<file path="src/rtl/fwd_select_unit.sv">
// fwd_select_unit: registered ALU operand-forward selects plus load-use bubble.
// Optional FWD_STATS_EN adds stall_cycles / fwd_events counters.
module fwd_select_unit #(
   parameter int REG_W = 5,
   parameter int CNT_W = 32
) (
   input  logic             CLK,
   input  logic             RST,
   input  logic             ihit,
   input  logic             dmem_pending,
   input  logic             flush_id,
   input  logic [REG_W-1:0] rs_id,
   input  logic [REG_W-1:0] rt_id,
   input  logic             uses_rs_id,
   input  logic             uses_rt_id,
   input  logic [REG_W-1:0] rd_idex,
   input  logic             regwr_idex,
   input  logic             memread_idex,
   input  logic             lui_idex,
   input  logic [REG_W-1:0] rd_exmem,
   input  logic             regwr_exmem,
   output logic [1:0]       forwarda,
   output logic [1:0]       forwardb,
   output logic             stall_ifid,
   output logic             bubble_idex
`ifdef FWD_STATS_EN
   ,
   output logic [CNT_W-1:0] stall_cycles,
   output logic [CNT_W-1:0] fwd_events
`endif
);

   typedef enum logic {
      RUN       = 1'b0,
      LU_BUBBLE = 1'b1
   } state_t;

   state_t state;

   logic       advance;
   logic       lu_rs;
   logic       lu_rt;
   logic       lu;
   logic [1:0] code_a;
   logic [1:0] code_b;
   logic [1:0] nxt_a;
   logic [1:0] nxt_b;

   // Select for one source: younger ID/EX writer wins over EX/MEM writer.
   function automatic logic [1:0] sel_code(
      input logic             used,
      input logic [REG_W-1:0] s,
      input logic [REG_W-1:0] rd_ex,
      input logic             wr_ex,
      input logic             ld_ex,
      input logic             lui_ex,
      input logic [REG_W-1:0] rd_mem,
      input logic             wr_mem
   );
      logic [1:0] c;
      c = 2'b00;
      if (used && (s != '0)) begin
         if (wr_ex && (rd_ex == s) && !ld_ex)
            c = lui_ex ? 2'b11 : 2'b01;
         else if (wr_mem && (rd_mem == s))
            c = 2'b10;
      end
      return c;
   endfunction

   assign advance = ihit & ~dmem_pending;

   // Load-use detection; only meaningful while not already inserting a bubble.
   always_comb begin
      lu_rs = uses_rs_id & (|rs_id) & regwr_idex & memread_idex
              & (rd_idex == rs_id);
      lu_rt = uses_rt_id & (|rt_id) & regwr_idex & memread_idex
              & (rd_idex == rt_id);
      lu    = (state == RUN) & (lu_rs | lu_rt) & ~flush_id;
   end

   assign stall_ifid  = lu;
   assign bubble_idex = lu;

   // Next-cycle selects: zeroed when a bubble or squashed op enters EX.
   always_comb begin
      code_a = sel_code(uses_rs_id, rs_id, rd_idex, regwr_idex,
                        memread_idex, lui_idex, rd_exmem, regwr_exmem);
      code_b = sel_code(uses_rt_id, rt_id, rd_idex, regwr_idex,
                        memread_idex, lui_idex, rd_exmem, regwr_exmem);
      nxt_a  = code_a;
      nxt_b  = code_b;
      if (flush_id || lu) begin
         nxt_a = 2'b00;
         nxt_b = 2'b00;
      end
   end

   // Capture selects and sequence the bubble at each pipeline advance.
   always_ff @(posedge CLK) begin
      if (RST) begin
         state    <= RUN;
         forwarda <= 2'b00;
         forwardb <= 2'b00;
      end else if (advance) begin
         forwarda <= nxt_a;
         forwardb <= nxt_b;
         state    <= lu ? LU_BUBBLE : RUN;
      end
   end

`ifdef FWD_STATS_EN
   logic [1:0] nz_cnt;

   assign nz_cnt = {1'b0, |nxt_a} + {1'b0, |nxt_b};

   // Wrapping counters of bubble advances and nonzero captured selects.
   always_ff @(posedge CLK) begin
      if (RST) begin
         stall_cycles <= '0;
         fwd_events   <= '0;
      end else if (advance) begin
         stall_cycles <= stall_cycles + CNT_W'(lu);
         fwd_events   <= fwd_events + CNT_W'(nz_cnt);
      end
   end
`else
   logic unused_cnt_w;
   assign unused_cnt_w = ^CNT_W;
`endif

endmodule

</file>
<file path="config.mk">
export PLATFORM = sky130hd
export DESIGN_NAME = fwd_select_unit
export DESIGN_NICKNAME = d
export VERILOG_FILES = /design/src/rtl/fwd_select_unit.sv
export SDC_FILE = /design/constraint.sdc
export NUM_CORES = 1
export LEC_CHECK = 0
export CORE_UTILIZATION = 38
export CTS_BUF_LIST = sky130_fd_sc_hd__clkbuf_8
export DETAILED_ROUTE_END_ITERATION = 6
export GPL_ROUTABILITY_DRIVEN = 1
export GPL_TIMING_DRIVEN = 0
export HOLD_SLACK_MARGIN = 0.06
export PLACE_DENSITY = 0.89
export SLEW_MARGIN = 10
export SYNTH_ARGS = -nofsm -noshare
export SYNTH_HDL_FRONTEND = slang
export SYNTH_SLANG_ARGS = --single-unit
</file>
<file path="constraint.sdc">
create_clock -name CLK -period 4.4 [get_ports CLK]
set_input_delay 0.88 -clock CLK [delete_from_list [all_inputs] [get_ports CLK]]
set_output_delay 0.88 -clock CLK [all_outputs]
set_load 0.02 [all_outputs]
</file>
==> results.sh <==
export IMPL_run_status="finished, final reports clean"
export IMPL_worstPathRequired_ns=3.52
export IMPL_final_max_slew_violation_count=0
export IMPL_rsz0062_at_grt="no"
export IMPL_cts_hold_buffers=0
export IMPL_synth_area_leaders="xnor2_1 20%, dfxtp_1 19%, xor2_1 14%, or4_1 5.8%, nand2_1 4.4%"
export IMPL_p_leak_nw=0.3205
export IMPL_synth_avg_cell_area_um2=8.182
export IMPL_dp_cells=113
export IMPL_grt_antenna_before_repair=0
export IMPL_clock_latency_ns=0.22
export IMPL_worstMarginPinSlew_ns=0.2808
export IMPL_clock_skew_ns=0.002355
export IMPL_cts_htree_levels=1
export IMPL_postPlaceCellArea_um2=893.4
export IMPL_rows=12
export IMPL_detail_route_antenna_nets=0
export IMPL_pin_count=37
export IMPL_wl_per_cell_um=12.95
export IMPL_vias=611
export IMPL_pwr_share_comb=0.316
export IMPL_syn_area_um2=515.5
export IMPL_worstPathCellList="clkdlybuf4s50_1 -> xnor2_1 -> nand3_1 -> or3_1 -> a21oi_1 -> nor2b_1 -> buf_4 -> clkdlybuf4s50_1"
export IMPL_clkTransAtPathRegs_ns=0.04
export IMPL_slowest_delay_ns=0.58
export IMPL_place_hpwl_um=1293
export IMPL_root_buffer="clkbuf_8"
export IMPL_drt_pass1_iter_count=3
export IMPL_post_cts_setup_buffer_count=0
export IMPL_critPathKind="in2out"
export IMPL_cts_tree="yes"
export IMPL_die_w_um=38.83
export IMPL_ys_seq_area_frac=0.1942
export IMPL_fp_dieH_um=38.83
export IMPL_syn_inst=63
export IMPL_drive_gt1_frac=0.04854
export IMPL_core_area_mm2=0.001186
export IMPL_stdcell_count=117
export IMPL_crit_buf_inv=3
export IMPL_post_route_cell_area_um2=938.4
export IMPL_synth_xor_area_frac=0.3398
export IMPL_antenna_cells=0
export IMPL_ys_warn_count=0
export IMPL_drcViolationCount=0
export IMPL_synth_cell_types=21
export IMPL_synthTopCellsByCount="12 x xnor2_1, 8 x xor2_1, 6 x nand2_1"
export IMPL_yosys_area_top_type_share=0.2039
export IMPL_async_flop_share=0
export IMPL_p_total_mw=0.1933
export IMPL_synth_fa_ha_area_frac=0
export IMPL_power_density_mw_per_mm2=206.0
export IMPL_start_util=0.4346
export IMPL_period_needed_ns=4.198
export IMPL_cts_path_max_buffers=2
export IMPL_p_switching_mw=0.05024
export IMPL_synth_simple_area_share=0.2888
export IMPL_grt_util_all_layers=0.2354
export IMPL_io_buffers=36
export IMPL_cts_sinks=5
export IMPL_cpLargestDelayFamily="buffers and inverters"
export IMPL_rrSetupSlack_ns=3.29
export IMPL_crit_slowest_cell="clkdlybuf4s50_1"
export IMPL_setup_tns_ns=0
export IMPL_path_common_cell="clkdlybuf4s50_1"
export IMPL_synth_seq_cells=5
export IMPL_die_area_mm2=0.001508
export IMPL_postRouteWirelength_um=1515
export IMPL_yosys_area_top_type="xnor2_1"
export IMPL_synth_most_common_cell="xnor2_1"
export IMPL_synth_mux_area_frac=0.03883
export IMPL_grt_ovfl_total=0
export IMPL_post_cts_resized=0
export IMPL_synth_ff_type="dfxtp_1"
export IMPL_clkPwrFrac=0.448
export IMPL_viasPerCell=5.222
export IMPL_maxCapViolations=0
export IMPL_area_growth_synth_to_final_pct=82.04
export IMPL_p_sw_frac=0.2599
export IMPL_nets=135
export IMPL_hold_viol=0
export IMPL_grt_pass1_wl_um=2449
export IMPL_drtIter0Drc=1
export IMPL_synth_nets=94
export IMPL_grt_start_max_net_pins=6
export IMPL_grt_pass1_vias=631
export IMPL_finalCritPeriodShare=0.9541
export IMPL_ir_drop_mv=0.09115
export IMPL_gp_congestion=0.7905
export IMPL_synth_top_family_by_area="XOR/XNOR gates"
export IMPL_min_path_type="reg2reg"
export IMPL_path_max_fanout=3
export IMPL_cp_end_kind="output pin"
export IMPL_slew_headroom=0.8104
export IMPL_cts_buffers=3
export IMPL_setup_violations_final=0
export IMPL_p_int_mw=0.1431
export IMPL_synth_edff_count=0
export IMPL_synth_compound_area_share=0.1238
export IMPL_fmax_mhz=238.2
export IMPL_pwr_share_seq=0.236
export IMPL_critPathLaunchType="primary input"
export IMPL_arrival_ns=3.32
[layout make-up]
cell class	instances	area [um2]
clock buffer	3	41.29
multi-input combinational	57	407.9
buffer	1	7.507
tap	14	17.52
timing repair buffer	36	360.3
sequential	5	100.1
fill	93	247.7
clock inverter	1	3.754
[cells by family (layout without fill, tap and decap cells)]
group                     Yosys count  after routing
AOI/OAI and AO/OA                   9              9
DFF                                 5              5
muxes                               2              2
xor gates and xnor gates           20             20
and+or+nand+nor                    26             26
buffers and inverters               1             41
[flip-flops by register name, indices dropped and copies added (netlist names)]
name	cells
state	1
forwardb	2
forwarda	2
[worst register-to-register path, delay by kind of cell (launching register included)]
kind | cells | cell delay (ns)
AO/OA/AOI/OAI | 2 | 0.55
flip-flops | 1 | 0.30
AND/OR/NAND/NOR | 1 | 0.18
[metrics by stage]
step                      hold WS (ns)    util  setup slack (ns)
after global placement          0.4373  0.7532            0.2916
after CTS                       0.4532  0.7911            0.1963
after floorplan                 0.4206       -             1.213
final                           0.4489  0.7911            0.2017
after detailed placement        0.4446  0.7532            0.2397
after global routing            0.4770  0.7911            0.1126
[power groups by stage]
stage                     logic, mW  registers [mW]  clock network, mW
after floorplan              0.0225          0.0464                  0
after global placement       0.0595          0.0464                  0
after detailed placement     0.0609          0.0464                  0
after CTS                    0.0613          0.0456             0.0871
after global routing         0.0662          0.0456             0.0888
final                        0.0611          0.0456             0.0866
[worst paths after layout]
kind,startpoint,endpoint,cells after the start
max,rs_id[4],stall_ifid,8
min,forwarda[1],forwarda[1],2
max reg2reg,state,state,3
min reg2reg,forwarda[1],forwarda[1],2
[cells in the final DEF, fill, tap and decap left out, types with 3 or more instances in the layout]
master / Yosys / layout
clkdlybuf4s50_1: 0 / 36
xnor2_1: 12 / 12
dfxtp_1: 5 / 5
nand2_1: 6 / 6
or4_1: 4 / 4
clkbuf_8: 0 / 3
xor2_1: 8 / 8
[per-layer routing]
layer,wire length (um),GRT usage
met1,611,0.2192
met4,0,0.1207
met2,830,0.4958
met5,0,0
met3,73,0.005780
Note: power is estimated with default switching activity, not from simulation.
